`src/rtl/full_subtractor_if.sv`:
```
// Operand/result bundle for the registered ripple-borrow subtractor.
// Carries minuend, subtrahend, borrow-in with their valid, and the registered result.
// The producer drives the master side; the subtractor sits on the slave side.
interface full_subtractor_if #(
   parameter int WIDTH = 1
);
   logic             in_valid;
   logic [WIDTH-1:0] X;
   logic [WIDTH-1:0] Y;
   logic             Z;
   logic             out_valid;
   logic [WIDTH-1:0] Diff;
   logic             Borr;

   modport master (
      output in_valid, X, Y, Z,
      input  out_valid, Diff, Borr
   );

   modport slave (
      input  in_valid, X, Y, Z,
      output out_valid, Diff, Borr
   );
endinterface

```
`src/rtl/full_subtractor.sv`:
```
// Registered N-bit ripple-borrow subtractor: {Borr, Diff} = X - Y - Z, built from 1-bit cells.
// Latency: exactly 1 cycle from an accepted in_valid to out_valid; one result per cycle.
// Backpressure: none; the consumer must take the result in its out_valid cycle.

// One bit of the borrow chain: difference bit and borrow into the next cell.
module full_subtractor_cell (
   input  logic x,
   input  logic y,
   input  logic bin,
   output logic d,
   output logic bout
);
   assign d    = x ^ y ^ bin;
   // Borrow when x < y outright, or when x == y and a borrow arrives from below.
   assign bout = (~x & y) | (~(x ^ y) & bin);
endmodule

module full_subtractor #(
   parameter int WIDTH = 1
) (
   input  logic               clk,
   input  logic               rst_n,
   full_subtractor_if.slave   sub
);
   // b[0] is the external borrow-in; b[WIDTH] leaves the MSB cell.
   logic [WIDTH:0]   b;
   logic [WIDTH-1:0] d;

   logic [WIDTH-1:0] diff_q;
   logic             borr_q;
   logic             valid_q;

   assign b[0] = sub.Z;

   for (genvar i = 0; i < WIDTH; i++) begin : g_cell
      full_subtractor_cell u_cell (
         .x    (sub.X[i]),
         .y    (sub.Y[i]),
         .bin  (b[i]),
         .d    (d[i]),
         .bout (b[i+1])
      );
   end

   // Capture the result only for accepted operations; otherwise hold it and drop valid.
   always_ff @(posedge clk or negedge rst_n) begin
      if (!rst_n) begin
         diff_q  <= '0;
         borr_q  <= 1'b0;
         valid_q <= 1'b0;
      end else begin
         valid_q <= sub.in_valid;
         if (sub.in_valid) begin
            diff_q <= d;
            borr_q <= b[WIDTH];
         end
      end
   end

   assign sub.Diff      = diff_q;
   assign sub.Borr      = borr_q;
   assign sub.out_valid = valid_q;
endmodule

```
`src/flat_wrapper.sv`:
```
// flat-port wrapper written by rule: the top's interface ports become plain ports
module full_subtractor_flat 
#(
   parameter int WIDTH = 1
)
  (clk, rst_n, sub_in_valid, sub_X, sub_Y, sub_Z, sub_out_valid, sub_Diff, sub_Borr);
  full_subtractor_if #(.WIDTH(WIDTH)) sub_i ();
  input  logic clk;
  input  logic rst_n;
  input wire logic [$bits(sub_i.in_valid)-1:0] sub_in_valid;
  input wire logic [$bits(sub_i.X)-1:0] sub_X;
  input wire logic [$bits(sub_i.Y)-1:0] sub_Y;
  input wire logic [$bits(sub_i.Z)-1:0] sub_Z;
  output wire logic [$bits(sub_i.out_valid)-1:0] sub_out_valid;
  output wire logic [$bits(sub_i.Diff)-1:0] sub_Diff;
  output wire logic [$bits(sub_i.Borr)-1:0] sub_Borr;
  assign sub_i.in_valid = sub_in_valid;
  assign sub_i.X = sub_X;
  assign sub_i.Y = sub_Y;
  assign sub_i.Z = sub_Z;
  assign sub_out_valid = sub_i.out_valid;
  assign sub_Diff = sub_i.Diff;
  assign sub_Borr = sub_i.Borr;
  full_subtractor #(.WIDTH(WIDTH)) u_core (.clk(clk), .rst_n(rst_n), .sub(sub_i));
endmodule
```
`config.mk`:
```
export PLATFORM = sky130hd
export DESIGN_NAME = full_subtractor_flat
export DESIGN_NICKNAME = d
export VERILOG_FILES = /design/src/rtl/full_subtractor_if.sv /design/src/rtl/full_subtractor.sv /design/src/flat_wrapper.sv
export SDC_FILE = /design/constraint.sdc
export NUM_CORES = 1
export LEC_CHECK = 0
export ABC_AREA = 1
export BUFFER_PORTS_ARGS = -buffer_cell sky130_fd_sc_hd__buf_2
export CORE_AREA = 2 2 39 41
export CTS_CLUSTER_SIZE = 25
export DETAILED_ROUTE_END_ITERATION = 8
export DIE_AREA = 0 0 41 43
export GPL_TIMING_DRIVEN = 0
export PLACE_DENSITY = 0.3
export SLEW_MARGIN = 10
export SYNTH_ARGS = -nofsm -noshare
export SYNTH_HDL_FRONTEND = slang
export SYNTH_SLANG_ARGS = --single-unit
export TNS_END_PERCENT = 20
```
`constraint.sdc`:
```
create_clock -name clk -period 1.7 [get_ports clk]
set_clock_uncertainty 0.1 [all_clocks]
set_input_delay 0.17 -clock clk [delete_from_list [all_inputs] [get_ports clk]]
set_output_delay 0.17 -clock clk [all_outputs]
set_load 0.02 [all_outputs]
```
==> results of run 1 <==
-- metrics by stage --
stage | hold slack (ns) | cells | power, mW | instance area (um2) | utilization [%]
final | 0.160 | 44 | 0.246 | 239 | 17.3
after global routing | 0.175 | 44 | 0.268 | 239 | 17.3
after CTS | 0.158 | 44 | 0.254 | 239 | 17.3
after detailed placement | -0.132 | 38 | 0.121 | 193 | 13.9
after global placement | -0.135 | 38 | 0.120 | 193 | 13.9
after floorplan | -0.226 | 14 | 0.103 | 133 | -
-- worst max path at each step --
stage | slack (ns) | end | depth (start not counted) | start
after floorplan | 0.72 | u_core.sub.Diff | 4 | sub_Y
after global routing | 0.63 | sub_Borr | 1 | u_core.sub.Borr
after detailed placement | 0.61 | u_core.sub.Diff | 5 | sub_Y
after CTS | 0.65 | sub_Borr | 1 | u_core.sub.Borr
final | 0.66 | sub_Borr | 1 | u_core.sub.Borr
after global placement | 0.62 | u_core.sub.Diff | 5 | sub_Y
-- registers in the layout, indices dropped and copies added, names as in the netlist --
signal                flops
u_core.sub.Borr           1
u_core.sub.Diff           1
u_core.sub.out_valid      1
-- what timing repair did --
action                                 CTS  global route
endpoints found under the hold margin    4             0
hold buffers                             2             0
gates resized for setup                  0             0
-- cell type report --
class	count	area, um2
sequential	3	75.1
multi-input combinational	7	42.5
tap	16	20.0
timing repair buffer	10	60.1
inverter	4	15.0
clock buffer	4	26.3
fill	161	1140
-- synthesized netlist by cell type --
cell type / instances
dfrtp_1: 3
fa_1: 1
nand2_1: 6
inv_1: 4
-- routing by layer --
| metal | vias to the layer above | share of wire, % |
|---|---|---|
| li1 | 65 | - |
| met5 | - | 0 |
| met2 | 9 | 37 |
| met3 | 0 | 16 |
| met4 | 0 | 0 |
| met1 | 51 | 46 |
-- power by group --
group,internal [mW],leakage [nW],switching (mW)
clock network,0.0879,0.0150,0.0354
registers,0.0792,0.0360,0.00341
logic,0.0174,0.0865,0.0231
-- logic make-up after synthesis --
group	Yosys count	synth area share, %
adder cells (fa/ha/maj)	1	15.1
AND/OR/NAND/NOR	6	17.0
flip-flops	3	56.6
buffers and inverters	4	11.3
-- worst reg2reg max path: stages, from the launching register on --
cell	delay, ns
dfrtp_1	0.38
nand2_1	0.07
nand2_1	0.04
==> impl_table.tex, run 1 <==
\begin{tabular}{lr}
\hline
Metric & Value \\
\hline
\multicolumn{2}{l}{\textbf{Status}} \\
Result of the run & finished, final reports clean \\
\multicolumn{2}{l}{\textbf{Finish}} \\
Leading cell types in the layout, fill and taps excluded & 8 x buf\_2, 6 x nand2\_1, 4 x inv\_1 \\
Syn-to-layout area delta & 80.2\% \\
Commonest non-fill, non-tap cell in the layout & buf\_2 \\
N\_diodes & 0 \\
Post-layout net count & 36 \\
Fraction of final layout cells sized beyond drive strength 1 & about 40\% \\
\multicolumn{2}{l}{\textbf{Clock network}} \\
Count of buffers added by post-CTS timing repair for setup & 0 \\
Number of H-tree levels & 1 \\
Clock sink total & 3 \\
CTS Root Buffer Type & clkbuf\_4 \\
Clock slew at reported path FFs & 0.04 ns \\
CTS buffer count & 3 \\
Clock tree from TritonCTS & built \\
Insertion delay to the later sink of the worst-skew pair & approximately 0.23 ns \\
Buffers from clock root to sink, at most & 2 \\
\multicolumn{2}{l}{\textbf{Synth}} \\
Post-synth top area share & a little under three fifths \\
Share of synthesized area occupied by flip-flops and latches & between 50\% and 60\% \\
Area contributors post-synth & dfrtp\_1 57\%, nand2\_1 17\%, fa\_1 15\% \\
Total number of yosys warnings & 0 \\
Number of register bits inferred by synthesis & 3 \\
Avg Cell Area, Syn & 9.47 um2 \\
Number of distinct library cells after synthesis & 4 \\
Number of cells produced by synthesis & 14 \\
Post-synth net total & 21 \\
Combined area of all synthesized cells & roughly 130 um2 \\
Yosys top cell by area & dfrtp\_1 \\
\multicolumn{2}{l}{\textbf{Setup path}} \\
Worst flop-to-flop path endpoint & u\_core.sub.Borr \\
Worst endpoint data arrival time & 0.77 ns \\
Start-to-end type of the worst setup path & reg -> out \\
Gate family responsible for the most delay along the worst path & flip-flops \\
Critical path launch point type & register \\
Critical path endpoint category & primary output \\
Crit-path max FO & 2 \\
Maximum single-stage delay on the critical path & $\sim$0.38 ns \\
Launching point of the worst reg2reg path & u\_core.sub.Borr \\
Register-to-register setup slack & 1.00 ns \\
Total buffers and inverters traversed by the critical path & 1 \\
Worst Reg2Reg Path Length in Cells & 2 \\
Crit path cell chain & buf\_2 \\
Slowest library cell on the worst path & dfrtp\_1 \\
Worst Path Required & 1.43 ns \\
\multicolumn{2}{l}{\textbf{Global route}} \\
Remaining global-route overflow & 0 \\
GRT Resource Usage Total & around 4.7\% \\
Met2 usage & between 3 and 4\% \\
Wire length of the first global-routing pass & $\sim$460 um \\
Number of global-route vias before repair & between 100 and 150 \\
Layer carrying the most global-route usage & met4 \\
Maximum number of pins on one net before global-route repair & 5 \\
Initial antenna violation count & 0 \\
Met3 usage in global routing & under 10\% \\
Met1 usage in global routing & $\sim$5.5\% \\
\multicolumn{2}{l}{\textbf{Die}} \\
Floorplan row count & 14 \\
Number of top-level pins & 9 \\
Initial core utilization & approximately a tenth \\
Die Ht & between 40 and 50 um \\
Width of the die & around 41 um \\
Area of the core region & 1380 um2 \\
Overall die area & $\sim$1800 um2 \\
\multicolumn{2}{l}{\textbf{Drt}} \\
Post-route antenna net violation count & 0 \\
Detailed-router iteration count before antenna repair & 2 \\
Number of DRC markers in iteration 0 & 6 \\
Avg Vias per Cell & about 2.8 \\
Wire length reported by the detailed router & 291 um \\
Remaining DRCs & 0 \\
Vias after detailed routing & approximately 130 \\
Routed len/inst & 6.61 um \\
\multicolumn{2}{l}{\textbf{Power and ir drop}} \\
Peak supply drop & $\sim$0.12 mV \\
Pwr per Cell Area & between 1000 and 1500 nW/um2 \\
Leak Pwr & 0.138 nW \\
\multicolumn{2}{l}{\textbf{Timing}} \\
Worst relative slew slack & between 90\% and 100\% \\
Final TNS setup & 0 ns \\
Tcrit/Tclk final & 61.1\% \\
Shortest clock period the worst path allows after layout & approximately 1.0 ns \\
Total of endpoints with negative setup slack in the final report & 0 \\
Slack of the critical path & between 0.6 and 0.7 ns \\
Total count of hold-check failures in the final report & 0 \\
Number of max-slew violations in the final report & 0 \\
Slew at the pin with the worst max-slew slack & 0.108 ns \\
RSZ-0062 raised after global routing & no \\
Highest achievable clock rate & between 900 and 1000 MHz \\
\multicolumn{2}{l}{\textbf{Hold path}} \\
Path category of the worst min-delay check & in -> async \\
\multicolumn{2}{l}{\textbf{Placed design}} \\
Routability cong. & about 0.55 \\
Port Buffer Count & 8 \\
Half-perimeter wire length after detailed placement & 211 um \\
Worst-case setup slack after placement & $\sim$0.6 ns \\
\multicolumn{2}{l}{\textbf{Job}} \\
MaxCap Viol Count & 0 \\
\hline
\end{tabular}
No activity file was read; power rests on OpenSTA's default activity.
==> inputs of run 2 (changes only) <==
ABC_AREA = 0   (was 1)
clock period = 1 ns   (was 1.7 ns; I/O delays follow)
==> impl_table.tex, run 2 <==
\begin{tabular}{lr}
\hline
Metric & Value \\
\hline
\multicolumn{2}{l}{\textbf{Finish}} \\
Commonest non-fill, non-tap cell in the layout & buf\_2 (unchanged) \\
N\_diodes & 0 (unchanged) \\
Post-layout net count & 32 (was 36) \\
Final core utilization & 17.5\% (was 17.3\%) \\
Post-Layout Cell Count & 40 (was 44) \\
Fraction of final layout cells sized beyond drive strength 1 & 58.3\% (was 39.3\%) \\
Leading cell types in the layout, fill and taps excluded & 7 x buf\_2, 3 x clkbuf\_4, 3 x dfrtp\_1 (was 8 x buf\_2, 6 x nand2\_1, 4 x inv\_1) \\
Syn-to-layout area delta & 92.1\% (was 80.2\%) \\
\multicolumn{2}{l}{\textbf{Clock network}} \\
Buffers from clock root to sink, at most & 2 (unchanged) \\
Clock slew at reported path FFs & 0.04 ns (about the same) \\
Clock sink total & 3 (unchanged) \\
Number of H-tree levels & 1 (unchanged) \\
CTS Root Buffer Type & clkbuf\_4 (unchanged) \\
Clock tree from TritonCTS & built (unchanged) \\
Insertion delay to the later sink of the worst-skew pair & 0.23 ns (about the same) \\
CTS buffer count & 3 (unchanged) \\
\multicolumn{2}{l}{\textbf{Timing}} \\
Total of endpoints with negative setup slack in the final report & 0 (unchanged) \\
Tcrit/Tclk final & between 90 and 100\% \\
Highest achievable clock rate & 1040 MHz \\
Shortest clock period the worst path allows after layout & roughly 0.96 ns \\
Total count of hold-check failures in the final report & 0 (unchanged) \\
Number of max-slew violations in the final report & 0 (unchanged) \\
Final TNS setup & 0 ns (unchanged) \\
Slew at the pin with the worst max-slew slack & 0.107 ns (was 0.108 ns) \\
Worst relative slew slack & 92.9\% (was 92.8\%) \\
Slack of the critical path & 0.0383 ns (was 0.661 ns) \\
RSZ-0062 raised after global routing & no (unchanged) \\
\multicolumn{2}{l}{\textbf{Drt}} \\
Remaining DRCs & 0 (unchanged) \\
Wire length reported by the detailed router & 300 um (was 291 um) \\
Routed len/inst & 7.50 um (was 6.61 um) \\
Length of routed wiring on met1 & 126 um (was 135 um) \\
Detailed-router iteration count before antenna repair & 1 (was 2) \\
Avg Vias per Cell & 2.95 (was 2.84) \\
Post-route antenna net violation count & 0 (unchanged) \\
Routed length on met2 & 100 um (was 107 um) \\
Top layer reached by signal wires & met4 (was met3) \\
Vias after detailed routing & 118 (was 125) \\
Routed length on met3 & 54 um (was 48 um) \\
Number of DRC markers in iteration 0 & 0 (was 6) \\
\multicolumn{2}{l}{\textbf{Die}} \\
Overall die area & 1760 um2 (unchanged) \\
Area of the core region & 1380 um2 (unchanged) \\
Floorplan row count & 14 (unchanged) \\
Initial core utilization & 9.13\% (was 9.58\%) \\
Number of top-level pins & 9 (unchanged) \\
Die Ht & 43 um (unchanged) \\
Width of the die & 41 um (unchanged) \\
\multicolumn{2}{l}{\textbf{Setup path}} \\
Crit path to & sub\_Borr (unchanged) \\
Start-to-end type of the worst setup path & reg -> out (unchanged) \\
Critical path depth in cells & 1 (unchanged) \\
Worst flop-to-flop path endpoint & u\_core.sub.Borr (unchanged) \\
Critical path launch point type & register (unchanged) \\
Maximum single-stage delay on the critical path & 0.37 ns (was 0.38 ns) \\
Register-to-register setup slack & 0.15 ns (was 1.00 ns) \\
Critical path endpoint category & primary output (unchanged) \\
Worst Reg2Reg Path Length in Cells & 3 (was 2) \\
Launching point of the worst reg2reg path & u\_core.sub.Borr (unchanged) \\
Total buffers and inverters traversed by the critical path & 1 (unchanged) \\
Crit-path max FO & 2 (unchanged) \\
Worst endpoint data arrival time & 0.76 ns (was 0.77 ns) \\
Slowest library cell on the worst path & dfrtp\_1 (unchanged) \\
Worst Path Required & 0.80 ns (was 1.43 ns) \\
Crit path cell chain & buf\_4 (was buf\_2) \\
Critical Path Source & u\_core.sub.Borr (unchanged) \\
Gate family responsible for the most delay along the worst path & flip-flops (unchanged) \\
\multicolumn{2}{l}{\textbf{Synth}} \\
Share of synthesized area occupied by flip-flops and latches & 59.4\% (was 56.6\%) \\
Combined area of all synthesized cells & 126 um2 (was 133 um2) \\
Most common library cells after synthesis & 3 x dfrtp\_1, 2 x inv\_1 (was 6 x nand2\_1, 4 x inv\_1, 3 x dfrtp\_1) \\
Most common cell in the netlist & dfrtp\_1 (was nand2\_1) \\
Flip-flop cell with the highest count after synthesis & dfrtp\_1 (unchanged) \\
Number of cells produced by synthesis & 9 (was 14) \\
Proportion of synthesized flip-flops having asynchronous set or reset & 100\% (unchanged) \\
Post-synth net total & 16 (was 21) \\
Area contributors post-synth & dfrtp\_1 59\%, fa\_1 16\%, mux2\_4 12\% (was dfrtp\_1 57\%, nand2\_1 17\%, fa\_1 15\%) \\
Total number of yosys warnings & 0 (unchanged) \\
Yosys top cell by area & dfrtp\_1 (unchanged) \\
Avg Cell Area, Syn & 14.0 um2 (was 9.47 um2) \\
Number of distinct library cells after synthesis & 6 (was 4) \\
Number of flops mapped to enable cells by yosys & 0 (unchanged) \\
Number of register bits inferred by synthesis & 3 (unchanged) \\
Post-synth top area share & 59.4\% (was 56.6\%) \\
\multicolumn{2}{l}{\textbf{Global route}} \\
Maximum number of pins on one net before global-route repair & 4 (was 5) \\
Remaining global-route overflow & 0 (unchanged) \\
Initial antenna violation count & 0 (unchanged) \\
Number of global-route vias before repair & 126 (was 114) \\
GRT Resource Usage Total & 4.84\% (was 4.72\%) \\
Wire length of the first global-routing pass & 434 um (was 455 um) \\
\multicolumn{2}{l}{\textbf{Power and ir drop}} \\
Leak Pwr & 0.123 nW (was 0.138 nW) \\
Total design power & 0.444 mW (was 0.246 mW) \\
Sequential power share & 32.2\% (was 33.5\%) \\
Sw frac & 25.2\% (was 25.1\%) \\
Pwr per Cell Area & 1830 nW/um2 (was 1030 nW/um2) \\
Internal power of the cells & 0.332 mW (was 0.184 mW) \\
Combinational share of power & 19.8\% (was 16.4\%) \\
Peak supply drop & 0.230 mV (was 0.116 mV) \\
Relative contribution of the clock network to total power & 48.0\% (was 50.0\%) \\
Switching power & 0.112 mW (was 0.0619 mW) \\
\multicolumn{2}{l}{\textbf{Placed design}} \\
Port Buffer Count & 8 (unchanged) \\
Worst-case setup slack after placement & -0.159 ns (was 0.612 ns) \\
Routability cong. & 0.576 (was 0.550) \\
Placed Cells incl. Taps & 33 (was 38) \\
\multicolumn{2}{l}{\textbf{Job}} \\
MaxCap Viol Count & 0 (unchanged) \\
\multicolumn{2}{l}{\textbf{Hold path}} \\
Path category of the worst min-delay check & in -> reg (was in -> async) \\
\multicolumn{2}{l}{\textbf{Status}} \\
Result of the run & finished, final reports clean (unchanged) \\
\hline
\end{tabular}
-- run 2: changes by cell type after synthesis, sizes merged --
| cell | delta |
|---|---|
| a21oi | +1 |
| inv | -2 |
| mux2 | +1 |
| nand2 | -6 |
| nor2 | +1 |
-- run 2: worst min-delay path by stage --
stage,start,to,depth (start not counted)
global placement,rst_n,u_core.sub.out_valid,1
finish,sub_in_valid,u_core.sub.Diff,2
global route,sub_in_valid,u_core.sub.Diff,2
detailed placement,rst_n,u_core.sub.out_valid,1
floorplan,rst_n,u_core.sub.Borr,0
CTS,sub_in_valid,u_core.sub.Diff,2
-- run 2: cell type report --
type / count / area [um2]
Multi-Input combinational cell: 4 / 43.8
Timing Repair Buffer: 11 / 70.1
Tap cell: 16 / 20.0
Sequential cell: 3 / 75.1
Clock buffer: 4 / 26.3
Fill cell: 157 / 1140
Inverter: 2 / 7.51
-- run 2: power by group through the flow --
stage	clock [mW]	combinational, mW	sequential (mW)
2_1_floorplan	0	0.0223	0.163
3_5_place_dp	0	0.0732	0.146
5_1_grt	0.235	0.0947	0.145
4_1_cts	0.226	0.0792	0.144
3_3_place_gp	0	0.0719	0.145
6_report	0.213	0.0879	0.143
-- run 2: cells by family after synthesis --
logic type	synth area share (%)
compound gates	3.96
buf+inv	5.94
mux	11.9
fa+ha+maj	15.8
simple gates	2.97
flops	59.4
-- run 2: stage by stage --
step                      hold slack (ns)  instance area [um2]
after CTS                          0.0456                  233
after floorplan                    -0.296                  126
final                              0.0592                  243
after global routing               0.0701                  243
after detailed placement           -0.202                  186
after global placement             -0.204                  186
-- run 2: layer usage --
metal  vias up  track usage (%)
met1        49             4.25
met3         2             3.14
met2        11             4.38
li1         56                -
met5         -                0
met4         0             10.0
-- run 2: repair_timing --
action,4_1_cts,5_1_grt
endpoints found under the hold margin,5,0
buffers inserted,0,1
resized for setup,0,1
endpoints found under the setup margin,0,1
hold buffers,2,0
